[src/rtl/fir_decim_out_if.sv]
// Valid/ready output bus carrying rescaled, decimated samples from fir_decim_out.
interface fir_decim_out_if #(
    parameter int DOUT_W = 16
) ();
    logic              m_valid;
    logic              m_ready;
    logic [DOUT_W-1:0] m_data;

    modport master (output m_valid, output m_data, input m_ready);
    modport slave  (input m_valid, input m_data, output m_ready);
endinterface

[src/rtl/fir_decim_out.sv]
// FIR output stage: decimate by DECIM, round/shift/saturate each kept sample,
// and queue results in a show-ahead FIFO with sticky overflow/saturation flags.
module fir_decim_out #(
    parameter int DIN_W  = 32,
    parameter int DOUT_W = 16,
    parameter int DECIM  = 4,
    parameter int SHIFT  = 8,
    parameter int DEPTH  = 4
) (
    input  logic                       clk,
    input  logic                       rst_n,
    input  logic [DIN_W-1:0]           y_in,
    input  logic                       en,
    input  logic                       phase_clr,
    input  logic                       flag_clr,
    fir_decim_out_if.master            m,
    output logic [$clog2(DEPTH):0]     fill,
    output logic                       overflow,
    output logic                       sat
);
    localparam int AW = $clog2(DEPTH);
    localparam int PW = (DECIM > 1) ? $clog2(DECIM) : 1;

    localparam logic [PW-1:0]          PH_LAST  = PW'(DECIM - 1);
    localparam logic [PW-1:0]          PH_ALIGN = (DECIM > 1) ? PW'(1) : '0;
    localparam logic [AW:0]            FULL_CNT = (AW + 1)'(DEPTH);
    localparam logic [DOUT_W-1:0]      MAX_OUT  = {1'b0, {(DOUT_W-1){1'b1}}};
    localparam logic [DOUT_W-1:0]      MIN_OUT  = {1'b1, {(DOUT_W-1){1'b0}}};
    localparam logic signed [DIN_W:0]  HALF     = (DIN_W + 1)'(1) << (SHIFT - 1);
    localparam logic signed [DIN_W:0]  MAXV     = {{(DIN_W+1-DOUT_W){1'b0}}, MAX_OUT};
    localparam logic signed [DIN_W:0]  MINV     = {{(DIN_W+1-DOUT_W){1'b1}}, MIN_OUT};

    // ---------------- decimation phase ----------------
    logic [PW-1:0] ph_reg;
    logic          keep;

    assign keep = en && ((ph_reg == '0) || phase_clr);

    always_ff @(posedge clk or negedge rst_n) begin
        if (!rst_n) begin
            ph_reg <= '0;
        end else if (phase_clr) begin
            ph_reg <= PH_ALIGN;
        end else if (en) begin
            ph_reg <= (ph_reg == PH_LAST) ? '0 : ph_reg + PW'(1);
        end
    end

    // ---------------- round, shift, saturate ----------------
    logic signed [DIN_W:0] sum_ext;
    logic signed [DIN_W:0] shifted;
    logic [DOUT_W-1:0]     scaled;
    logic                  sat_now;

    always_comb begin
        // One extra bit keeps the rounding add from wrapping near full scale.
        sum_ext = $signed({y_in[DIN_W-1], y_in}) + HALF;
        shifted = sum_ext >>> SHIFT;
        sat_now = 1'b0;
        scaled  = shifted[DOUT_W-1:0];
        if (shifted > MAXV) begin
            scaled  = MAX_OUT;
            sat_now = 1'b1;
        end else if (shifted < MINV) begin
            scaled  = MIN_OUT;
            sat_now = 1'b1;
        end
    end

    // ---------------- stage 1 ----------------
    logic              s1_kept_reg;
    logic [DOUT_W-1:0] s1_data_reg;

    always_ff @(posedge clk or negedge rst_n) begin
        if (!rst_n) begin
            s1_kept_reg <= 1'b0;
            s1_data_reg <= '0;
        end else begin
            s1_kept_reg <= keep;
            if (keep) begin
                s1_data_reg <= scaled;
            end
        end
    end

    // ---------------- FIFO ----------------
    logic [DOUT_W-1:0] mem [DEPTH];
    logic [AW-1:0]     wr_ptr_reg;
    logic [AW-1:0]     rd_ptr_reg;
    logic [AW-1:0]     rd_ptr_inc;
    logic [AW:0]       fill_reg;
    logic [AW:0]       fill_next;
    logic              valid_reg;
    logic [DOUT_W-1:0] data_reg;
    logic [DOUT_W-1:0] head_next;
    logic              full;
    logic              pop;
    logic              push_ok;
    logic              drop;

    assign full       = (fill_reg == FULL_CNT);
    assign pop        = valid_reg && m.m_ready;
    assign push_ok    = s1_kept_reg && (!full || pop);
    assign drop       = s1_kept_reg && full && !pop;
    assign rd_ptr_inc = rd_ptr_reg + AW'(1);

    always_comb begin
        fill_next = fill_reg;
        case ({push_ok, pop})
            2'b10:   fill_next = fill_reg + (AW + 1)'(1);
            2'b01:   fill_next = fill_reg - (AW + 1)'(1);
            default: fill_next = fill_reg;
        endcase
    end

    // The head is kept in its own register so m_data is a clean flop output;
    // it is fed either from the entry behind the head or straight from stage 1.
    always_comb begin
        head_next = data_reg;
        if (pop) begin
            if (fill_reg > (AW + 1)'(1)) begin
                head_next = mem[rd_ptr_inc];
            end else if (push_ok) begin
                head_next = s1_data_reg;
            end
        end else if ((fill_reg == '0) && push_ok) begin
            head_next = s1_data_reg;
        end
    end

    always_ff @(posedge clk) begin
        if (push_ok) begin
            mem[wr_ptr_reg] <= s1_data_reg;
        end
    end

    always_ff @(posedge clk or negedge rst_n) begin
        if (!rst_n) begin
            wr_ptr_reg <= '0;
            rd_ptr_reg <= '0;
            fill_reg   <= '0;
            valid_reg  <= 1'b0;
            data_reg   <= '0;
        end else begin
            if (push_ok) begin
                wr_ptr_reg <= wr_ptr_reg + AW'(1);
            end
            if (pop) begin
                rd_ptr_reg <= rd_ptr_inc;
            end
            fill_reg  <= fill_next;
            valid_reg <= (fill_next != '0);
            data_reg  <= head_next;
        end
    end

    // ---------------- sticky flags (set beats clear) ----------------
    logic overflow_reg;
    logic sat_reg;

    always_ff @(posedge clk or negedge rst_n) begin
        if (!rst_n) begin
            overflow_reg <= 1'b0;
            sat_reg      <= 1'b0;
        end else begin
            overflow_reg <= drop | (overflow_reg & ~flag_clr);
            sat_reg      <= (keep & sat_now) | (sat_reg & ~flag_clr);
        end
    end

    assign m.m_valid = valid_reg;
    assign m.m_data  = data_reg;
    assign fill      = fill_reg;
    assign overflow  = overflow_reg;
    assign sat       = sat_reg;
endmodule

[src/flat_wrapper.sv]
// flat-port wrapper written by rule: the top's interface ports become plain ports
module fir_decim_out_flat 
#(
    parameter int DIN_W  = 32,
    parameter int DOUT_W = 16,
    parameter int DECIM  = 4,
    parameter int SHIFT  = 8,
    parameter int DEPTH  = 4
)
  (clk, rst_n, y_in, en, phase_clr, flag_clr, fill, overflow, sat, m_m_valid, m_m_data, m_m_ready);
  fir_decim_out_if #(.DOUT_W(DOUT_W)) m_i ();
  input  logic clk;
  input  logic rst_n;
  input  logic [DIN_W-1:0] y_in;
  input  logic en;
  input  logic phase_clr;
  input  logic flag_clr;
  output logic [$clog2(DEPTH):0] fill;
  output logic overflow;
  output logic sat;
  output wire logic [$bits(m_i.m_valid)-1:0] m_m_valid;
  output wire logic [$bits(m_i.m_data)-1:0] m_m_data;
  input wire logic [$bits(m_i.m_ready)-1:0] m_m_ready;
  assign m_m_valid = m_i.m_valid;
  assign m_m_data = m_i.m_data;
  assign m_i.m_ready = m_m_ready;
  fir_decim_out #(.DIN_W(DIN_W), .DOUT_W(DOUT_W), .DECIM(DECIM), .SHIFT(SHIFT), .DEPTH(DEPTH)) u_core (.clk(clk), .rst_n(rst_n), .y_in(y_in), .en(en), .phase_clr(phase_clr), .flag_clr(flag_clr), .m(m_i), .fill(fill), .overflow(overflow), .sat(sat));
endmodule
[config.mk]
export PLATFORM = sky130hd
export DESIGN_NAME = fir_decim_out_flat
export DESIGN_NICKNAME = d
export VERILOG_FILES = /design/src/rtl/fir_decim_out_if.sv /design/src/rtl/fir_decim_out.sv /design/src/flat_wrapper.sv
export SDC_FILE = /design/constraint.sdc
export NUM_CORES = 1
export LEC_CHECK = 0
export CORE_AREA = 2 2 134 136
export DETAILED_ROUTE_END_ITERATION = 6
export DIE_AREA = 0 0 136 138
export PLACE_DENSITY = 0.46
export RECOVER_POWER = 25
export SYNTH_ARGS = -nofsm -noshare
export SYNTH_HDL_FRONTEND = slang
export SYNTH_SLANG_ARGS = --single-unit
export TNS_END_PERCENT = 5
[constraint.sdc]
create_clock -name clk -period 5.8 [get_ports clk]
set_input_delay 1.74 -clock clk [delete_from_list [all_inputs] [get_ports clk]]
set_output_delay 1.74 -clock clk [all_outputs]
set_load 0.02 [all_outputs]
After elaboration in Yosys (flattened, before gate mapping)
Memories as Yosys holds them, arrays and structs flattened.
Cells that the tools add are included.
Storage, ports and cells
  register bits after elaboration: 45
  RAM bits: 64
  output and inout port bits: 22
  memories kept: 1
Cells by class
  add/subtract/negate cells: 6
  $lt $le $gt $ge: 3
  eq/ne operators: 5
  mux-type cells: 14
  bitwise gates (word level): 6
  reduce and logical (&&, ||, !) cells: 16
Memory list
  u_core.mem: depth 4, bits a word 16, rd ports 1, clocked after memory_dff 0, wr ports 1, line fir_decim_out.sv:87  | logic [DOUT_W-1:0] mem [DEPTH];
Operators by type and width (number)
  16-bit 2-to-1 mux: 6
  32-bit by 9-bit adder with 33-bit output, second input constant: 1
  25-bit by 16-bit > comparator with 1-bit output, second input constant: 1
  25-bit by 16-bit less-than comparator with 1-bit output, second input constant: 1
  2-bit by 1-bit adder with 2-bit output, second input constant: 3
  1-bit logical AND: 6
  2-bit 2-to-1 mux: 3
  3-bit case mux with 2 select lines: 1
  2-bit equality test, second input constant: 2
  1-bit 2-to-1 mux: 4
  2-bit nonzero test: 2
  3-bit by 1-bit adder with 3-bit output, second input constant: 1
  1-bit AND: 3
  3-bit equality test, second input constant: 1
  3-bit by 1-bit > comparator with 1-bit output, second input constant: 1
  3-bit logical NOT: 1
  3-bit != test, second input constant: 1
  3-bit nonzero test: 1
  3-bit by 1-bit subtractor with 3-bit output, second input constant: 1
  2-bit by 1-bit equality test with 1-bit output, second input constant: 1
  1-bit logical NOT: 2
  2-bit logical NOT: 1
  1-bit logical OR: 2
  1-bit OR: 2
  other kinds (2): 2

Logic depth before layout (Yosys ltp)
Gate-level depths: netlist of run 1.
  depth in word-level cells: 7
  depth in mapped cells: 9
  depth with buffers taken out: 9

Worst setup path before layout of run 1
No wires, ideal clock.
  kind: input port to flip-flop
  start: input y_in[7]
  end: register u_core.sat_reg, in the netlist u_core.sat
  arrival time: 3489 ps
  slack: 2174 ps
  stages: 9
  path through: ha_1 and4_1 and4_4 xnor2_1 a31o_1 a31oi_1 o311ai_4 buf_6 nand3_2
On the way
  longest elaborated chain between the ends: 6
Ends and longest elaborated chain
  start, declared: line flat_wrapper.sv:14  | input logic [DIN_W-1:0] y_in;
  32-bit by 9-bit adder with 33-bit output (*): line fir_decim_out.sv:57  | sum_ext = $signed({y_in[DIN_W-1], y_in}) + HALF;
  25-bit by 16-bit less-than comparator with 1-bit output: line fir_decim_out.sv:64  | end else if (shifted < MINV) begin
  1-bit 2-to-1 mux: line fir_decim_out.sv:64
  1-bit 2-to-1 mux (*): line fir_decim_out.sv:61  | if (shifted > MAXV) begin
  1-bit AND (*): line fir_decim_out.sv:167  | sat_reg <= (keep & sat_now) | (sat_reg & ~flag_clr);
  1-bit OR (*): line fir_decim_out.sv:167
  end signal, assigned: line fir_decim_out.sv:167
  end, declared: line fir_decim_out.sv:159  | logic sat_reg;
Every way passes the cells marked *; elsewhere a longest branch is shown, timed or not.
A chain may end at the register's enable or synchronous reset.

Final worst setup path of run 1
  start: input y_in[8]
  end: register u_core.s1_data_reg[0]
On the way
  longest elaborated chain between the ends: 4
Ends and longest elaborated chain
  32-bit by 9-bit adder with 33-bit output (*): line fir_decim_out.sv:57
  25-bit by 16-bit less-than comparator with 1-bit output: line fir_decim_out.sv:64
  16-bit 2-to-1 mux: line fir_decim_out.sv:64
  16-bit 2-to-1 mux (*): line fir_decim_out.sv:61
  end signal, assigned: line fir_decim_out.sv:81  | s1_data_reg <= scaled;
  end, declared: line fir_decim_out.sv:72  | logic [DOUT_W-1:0] s1_data_reg;
Marks and branches as above.

==> results of run 1 <==
-- area by class of cell --
class	count	area, um2
Clock buffer	11	243
Clock inverter	5	60.1
Fill cell	1746	11400
Inverter	16	60.1
Multi-Input combinational cell	242	1940
Sequential cell	109	3050
Tap cell	229	287
Timing Repair Buffer	55	538
-- path summary, 6_finish.rpt --
| path | cells past startpoint | slack (ns) | end |
|---|---|---|---|
| max | 9 | 1.37 | u_core.s1_data_reg[0] |
| min | 2 | 0.53 | u_core.m.m_data[10] |
| max reg2reg | 9 | 3.23 | u_core.m.m_valid |
| min reg2reg | 2 | 0.53 | u_core.m.m_data[10] |
| max in group asynchronous | 1 | 3.56 | u_core.s1_data_reg[9] |
| min in group asynchronous | 1 | 1.59 | u_core.overflow |
-- logic make-up (layout without fill, tap and decap cells) --
group	after synthesis	after routing
muxes	35	35
adders and majority gates	13	13
xor gates and xnor gates	22	22
DFF	109	109
buffers and inverters	32	87
AOI/OAI and AO/OA	73	73
and+or+nand+nor	99	99
-- cells in the final DEF (no fill, tap or decap), types with 2 or more instances in the layout --
master,instances
sky130_fd_sc_hd__edfxtp_1,64
sky130_fd_sc_hd__clkdlybuf4s50_1,51
sky130_fd_sc_hd__dfrtp_1,45
sky130_fd_sc_hd__nor2_1,37
sky130_fd_sc_hd__a21oi_1,36
sky130_fd_sc_hd__mux2i_1,19
sky130_fd_sc_hd__inv_1,16
sky130_fd_sc_hd__mux4_2,16
sky130_fd_sc_hd__xnor2_1,15
sky130_fd_sc_hd__o21ai_2,14
sky130_fd_sc_hd__nand2_1,13
sky130_fd_sc_hd__ha_1,13
sky130_fd_sc_hd__clkbuf_16,9
sky130_fd_sc_hd__nand3_1,8
sky130_fd_sc_hd__xor2_1,7
sky130_fd_sc_hd__nor3_1,6
sky130_fd_sc_hd__o21ai_1,6
sky130_fd_sc_hd__nand4_1,5
sky130_fd_sc_hd__and4_1,5
sky130_fd_sc_hd__o21ai_0,4
sky130_fd_sc_hd__and2_1,4
sky130_fd_sc_hd__a31oi_1,3
sky130_fd_sc_hd__nor4_1,3
sky130_fd_sc_hd__and3_1,3
sky130_fd_sc_hd__buf_4,3
sky130_fd_sc_hd__o211ai_1,2
sky130_fd_sc_hd__or3_1,2
sky130_fd_sc_hd__nand3_2,2
-- power by group through the flow --
stage               clock, mW  sequential [mW]  combinational (mW)
floorplan                   0             1.19               0.501
global placement            0             1.19               0.804
global route            0.674             1.21               0.884
CTS                     0.640             1.19               0.819
finish                  0.621             1.18               0.802
detailed placement          0             1.20               0.816
-- layer usage --
| layer | track usage [%] | share of wire [%] | wire (um) |
|---|---|---|---|
| met4 | 3.45 | 1.2 | 127 |
| met5 | 0 | 0 | 0 |
| met1 | 15.9 | 47 | 4800 |
| met3 | 2.24 | 3.8 | 385 |
| met2 | 18.5 | 48 | 4920 |
-- worst register-to-register path, delay by kind of cell, from the launching register on --
kind	cells	cell delay (ns)
compound gates	4	1.01
flops	1	0.41
simple gates	1	0.32
fa+ha+maj	2	0.51
buf+inv	2	0.22
==> impl_results.md, run 1 <==
- Clock transition at the registers of the reported paths: 0.07 ns
- Signal arrival time at the worst endpoint: 4.61 ns
- Top-area cell type share of the netlist area: 37.6%
- Final Setup Violations: 0
- DP Area: 5870 um2
- Routed WL: 10,200 um
- Sequential share of the synthesized area: 59.6%
- Cell area after synthesis: 5120 um2
- Ant diodes: 0
- Startpoint of the lowest-slack register-to-register path: u_core.fill[0]
- Number of synthesized register bits: 109
- Post-cts resize count: 0
- Minimum clock period after layout: 4.43 ns
- Synth Area in XOR/XNOR: 3.77%
- Most common cell in the synthesized netlist: sky130_fd_sc_hd__edfxtp_1
- Cts-stage hold buffer count: 0
- Largest net degree at the start of global routing: 46
- Area grow syn2layout: 20.7%
- Ratio of total power to cell area: 421 nW/um2
- Required @ worst endpoint: 5.98 ns
- Worst slew slack as a fraction of its limit: 23.8%
- Multiplexer share of the synthesized area: 10.8%
- Utilization after layout: 35.2%
- Hold wc startpoint: u_core.m.m_data[10]
- Maximum clock insertion buffer count: 2
- Share of total power in the clock network: 23.9%
- Category of the critical setup timing path: in2reg
- Row count: 49
- Initial standard-cell utilization of the core: 29.2%
- Buffers on Ports: 52
- Critical path fanouts, max: 16
- Post-detail-place hpwl: 6950 um
- Switching power: 0.835 mW
- Area contributors post-synth: sky130_fd_sc_hd__edfxtp_1 38%, sky130_fd_sc_hd__dfrtp_1 22%, sky130_fd_sc_hd__mux4_2 7.0%, sky130_fd_sc_hd__mux2i_1 3.7%, sky130_fd_sc_hd__a21oi_1 3.5%
- Area of the core: 17,500 um2
- Number of design-rule violations left by the first detailed-router iteration: 195
- I/O pin count: 60
- Leakage power: 2.28 nW
- Setup repair after global routing missed its margin: no
- Type of element launching the critical path: input pin
- CTS H-tree lvls: 3
- Net Count, Synth: 434
- Final Wtd Congestion: 0.768
- Sequential fraction of design power: 45.3%
- Placed insts: 651
- Cell-by-cell listing of the critical path: clkdlybuf4s50_1 -> ha_1 -> and4_1 -> and4_4 -> nand3_2 -> nor4_1 -> nor3_1 -> o311ai_4 -> o21ai_1
- Number of distinct standard cells referenced by the synthesized netlist: 49
- Number of buffers inserted during clock tree synthesis: 9
- Post-DRT Antenna Nets: 0
- Global-route usage over all layers: 11.6%
- Cell chosen for the clock root: sky130_fd_sc_hd__clkbuf_16
- Number of vias after detailed routing: 3,123
- Total Negative Setup Slacks: 0 ns
- Flip-flop count of the largest register, all copies and words added: 64
- Post-CTS Repair Setup Buffers: 0
- Worst-path cell with the longest stage delay: sky130_fd_sc_hd__o311ai_4
- Area enclosed by the die boundary: 18,800 um2
- Clock tree from TritonCTS: done
- Worst-case vdd ir drop: 133 uV
- Clk_skew: 0.00872 ns
- Post-Synth Simple-Gate Area: 10.9%
- Routed len/inst: 15.3 um
- Largest family of logic cells by synthesized area: simple AND/OR/NAND/NOR gates
- Warnings from Yosys: 0
- Highest clock rate: 226 MHz
- Mean cell area of the mapped netlist: 13.4 um2
- Final worst-path setup slack: 1.37 ns
- CTS sink count: 109
- Worst setup startpoint: y_in[8]
- Final net count: 484
- Wire length of the first global-routing pass: 16,800 um
- Primary flip-flop cell chosen by synthesis mapping: sky130_fd_sc_hd__edfxtp_1
- Number of iterations in the first detailed-routing pass: 5
- Number of global-route vias before repair: 3,112
- Post-detailed-route via-to-cell ratio: 4.68
- Count of flip-flops with a built-in enable after synthesis: 64
- Drc violations: 0
- Fraction of final layout cells sized beyond drive strength 1: 13.2%
- Fraction of the mapped netlist area in compound gates: 9.05%
- Post-synth ARST share: 41.3%
- Total gr overflow: 0
- Power consumption: 2.60 mW
- Outcome: finished, final reports clean
- Internal Dissipation: 1.77 mW
- Number of standard cells after synthesis: 383
- Height of the die: 138 um
- Kind of end point of the critical path: flop
- Placement-stage worst setup slack: 1.02 ns
- Top cells by count, synth: 64 x sky130_fd_sc_hd__edfxtp_1, 45 x sky130_fd_sc_hd__dfrtp_1, 37 x sky130_fd_sc_hd__nor2_1
- Hold Violations, Final: 0
- Slew of the pin with the lowest slew margin: 1.14 ns
- Sum of buffers and inverters on the critical path: 1
- Worst Hold Class: reg2reg
- Worst hold slack across all endpoints: 0.526 ns
- Antenna violations before repair: 0
- Post-synthesis share of cell area spent on full adders, half adders and majority gates: 3.18%
- Number of maximum-capacitance violations: 0
- CP delay by family, top: simple AND/OR/NAND/NOR gates
- Top cell type by total area after synthesis: sky130_fd_sc_hd__edfxtp_1
- Clock network latency to the later pin of the worst-skew pair: 0.34 ns
- Die Wd: 136 um
- Final period util: 76.5%
- Proportion of total power due to net switching: 32.1%
- Non-filler instance count after layout: 667
- Max-slew violation count: 0
- Logic pwr share: 30.8%
- Delay contributed by the slowest stage of the critical path: 0.78 ns
- Layout Cell Area excl Fill: 6170 um2
No activity file was read; power rests on OpenSTA's default activity.
==> run 2: changes to the inputs <==
==> constraint.sdc (replaced) <==
create_clock -name clk -period 4.4 [get_ports clk]
set_input_delay 1.32 -clock clk [delete_from_list [all_inputs] [get_ports clk]]
set_output_delay 1.32 -clock clk [all_outputs]
set_load 0.02 [all_outputs]
==> impl_results.md, run 2 (same netlist as run 1, synthesis figures left out) <==
- Signal arrival time at the worst endpoint: 3.82 ns (-0.79 ns)
- Minimum clock period after layout: 3.61 ns
- Number of buffers inserted during clock tree synthesis: 9 (unchanged)
- Wire length of the first global-routing pass: 16,900 um (+0.70%)
- Proportion of total power due to net switching: 31.8% (-0.28 points)
- Placed insts: 659 (+1.2%)
- Ratio of total power to cell area: 549 nW/um2 (+30%)
- Non-filler instance count after layout: 675 (+1.2%)
- Number of design-rule violations left by the first detailed-router iteration: 174 (-11%)
- CTS sink count: 109 (unchanged)
- Max-slew violation count: 0 (unchanged)
- Antenna violations before repair: 0 (unchanged)
- Logic pwr share: 32.6% (+1.8 points)
- Clock network latency to the later pin of the worst-skew pair: 0.34 ns (about the same)
- Clock tree from TritonCTS: done
- Delay contributed by the slowest stage of the critical path: 0.53 ns (-0.25 ns)
- Post-DRT Antenna Nets: 0 (unchanged)
- Worst slew slack as a fraction of its limit: 30.1% (+6.3 points)
- Area grow syn2layout: 21.5%
- Area enclosed by the die boundary: 18,800 um2 (unchanged)
- Switching power: 1.09 mW (+30%)
- Worst hold slack across all endpoints: 0.525 ns (-0.00129 ns)
- Maximum clock insertion buffer count: 2 (unchanged)
- DP Area: 5930 um2 (+1.0%)
- Highest clock rate: 277 MHz
- Worst-case vdd ir drop: 221 uV (+66%)
- Share of total power in the clock network: 23.3% (-0.6 points)
- Post-CTS Repair Setup Buffers: 0 (unchanged)
- Flip-flop count of the largest register, all copies and words added: 64 (unchanged)
- Buffers on Ports: 52 (unchanged)
- Setup repair after global routing missed its margin: no
- Placement-stage worst setup slack: 0.432 ns (-0.589 ns)
- Sequential fraction of design power: 44.1% (-1.2 points)
- Post-detail-place hpwl: 6970 um (+0.36%)
- Final net count: 492 (+1.7%)
- Clk_skew: 0.0113 ns (+0.00258 ns)
- Internal Dissipation: 2.33 mW (+32%)
- I/O pin count: 60 (unchanged)
- Height of the die: 138 um (unchanged)
- Fraction of final layout cells sized beyond drive strength 1: 14.3% (+1.1 points)
- Number of global-route vias before repair: 3,192 (+2.6%)
- Total Negative Setup Slacks: 0 ns (unchanged)
- Fill cell count: 1,752 (+0.34%)
- Slew of the pin with the lowest slew margin: 1.05 ns (-0.0945 ns)
- Number of maximum-capacitance violations: 0 (unchanged)
- CTS H-tree lvls: 3 (unchanged)
- Final period util: 82.0%
- Initial standard-cell utilization of the core: 29.2% (unchanged)
- Critical path fanouts, max: 16 (unchanged)
- Number of vias after detailed routing: 3,119 (-0.13%)
- Cell-by-cell listing of the critical path: clkdlybuf4s50_1 -> ha_1 -> and4_1 -> and4_4 -> xnor2_1 -> a31o_1 -> a31oi_1 -> o311ai_4 -> buf_4 -> o21ai_1
- Layout Cell Area excl Fill: 6220 um2 (+0.73%)
- Reg2Reg Depth: 10 (+1)
- Number of cells on the worst hold path: 2 (unchanged)
- Final Setup Violations: 0 (unchanged)
- Hold Violations, Final: 0 (unchanged)
- Global-route usage over all layers: 11.6% (+0.061 points)
- Post-cts resize count: 0 (unchanged)
- Total gr overflow: 0 (unchanged)
- Final worst-path setup slack: 0.793 ns (-0.572 ns)
- Die Wd: 136 um (unchanged)
- Kind of end point of the critical path: flop
- Area of the multi-input gates: 1940 um2 (unchanged)
- Cts-stage hold buffer count: 0 (unchanged)
- Final Wtd Congestion: 0.772 (+0.61%)
- Largest net degree at the start of global routing: 46 (unchanged)
- Type of element launching the critical path: input pin
- Leakage power: 2.31 nW (+1.4%)
- Post-detailed-route via-to-cell ratio: 4.62 (-1.3%)
- Worst-path cell with the longest stage delay: sky130_fd_sc_hd__clkdlybuf4s50_1
- Routed WL: 10,200 um (-0.81%)
- Category of the critical setup timing path: in2reg
- Number of iterations in the first detailed-routing pass: 4 (-1)
- Clock transition at the registers of the reported paths: 0.07 ns (about the same)
- Utilization after layout: 35.5% (+0.26 points)
- Register Area: 3050 um2 (unchanged)
- Cell chosen for the clock root: sky130_fd_sc_hd__clkbuf_16
- Most common cell after layout, fill and taps aside: sky130_fd_sc_hd__edfxtp_1
- Area of the core: 17,500 um2 (unchanged)
- Routed len/inst: 15.0 um (-2.0%)
- Required @ worst endpoint: 4.61 ns (-1.37 ns)
- Worst Hold Class: reg2reg
- Power consumption: 3.41 mW (+31%)
- Ant diodes: 0 (unchanged)
- Drc violations: 0 (unchanged)
- Commonest cells after routing, fill and taps aside: 64 x sky130_fd_sc_hd__edfxtp_1, 51 x sky130_fd_sc_hd__clkdlybuf4s50_1, 45 x sky130_fd_sc_hd__dfrtp_1
- Row count: 49 (unchanged)
- Outcome: finished, final reports clean
==> run 2: worst paths after layout <==
check / start / to / slack, ns
hold reg to reg: u_core.m.m_data[13] / u_core.m.m_data[13] / 0.52
setup / recovery: y_in[8] / u_core.s1_data_reg[0] / 0.79
setup reg to reg: u_core.fill[0] / u_core.m.m_valid / 2.12
max in group asynchronous: rst_n / u_core.s1_data_reg[0] / 2.59
min in group asynchronous: rst_n / u_core.overflow / 1.16
hold / removal: u_core.m.m_data[13] / u_core.m.m_data[13] / 0.52
==> run 2: routing by layer <==
| layer | track usage, % | routed length [um] | up-vias |
|---|---|---|---|
| li1 | - | - | 1547 |
| met1 | 16.0 | 4870 | 1510 |
| met2 | 18.6 | 4870 | 50 |
| met3 | 1.61 | 273 | 12 |
| met4 | 4.28 | 140 | 0 |
| met5 | 0 | 0 | - |
==> run 2: power groups by stage <==
stage          Sequential (mW)  Clock (mW)  Combinational (mW)
3_5_place_dp              1.54           0                1.14
2_1_floorplan             1.57           0               0.660
4_1_cts                   1.52       0.822                1.14
5_1_grt                   1.54       0.859                1.24
3_3_place_gp              1.53           0                1.13
6_report                  1.51       0.795                1.11
==> run 2: cell type report <==
cell class,instances,area share [%]
sequential,109,49.0
multi-input combinational,242,31.2
inverter,16,0.966
timing repair buffer,63,9.62
clock inverter,4,0.825
tap,229,4.61
clock buffer,12,3.80
==> run 2: critical path, delay by kind of cell <==
kind / cells / cell delay, ns
buf+inv: 2 / 0.82
compound gates: 4 / 0.67
simple gates: 2 / 0.59
fa+ha+maj: 1 / 0.27
xor+xnor: 1 / 0.12
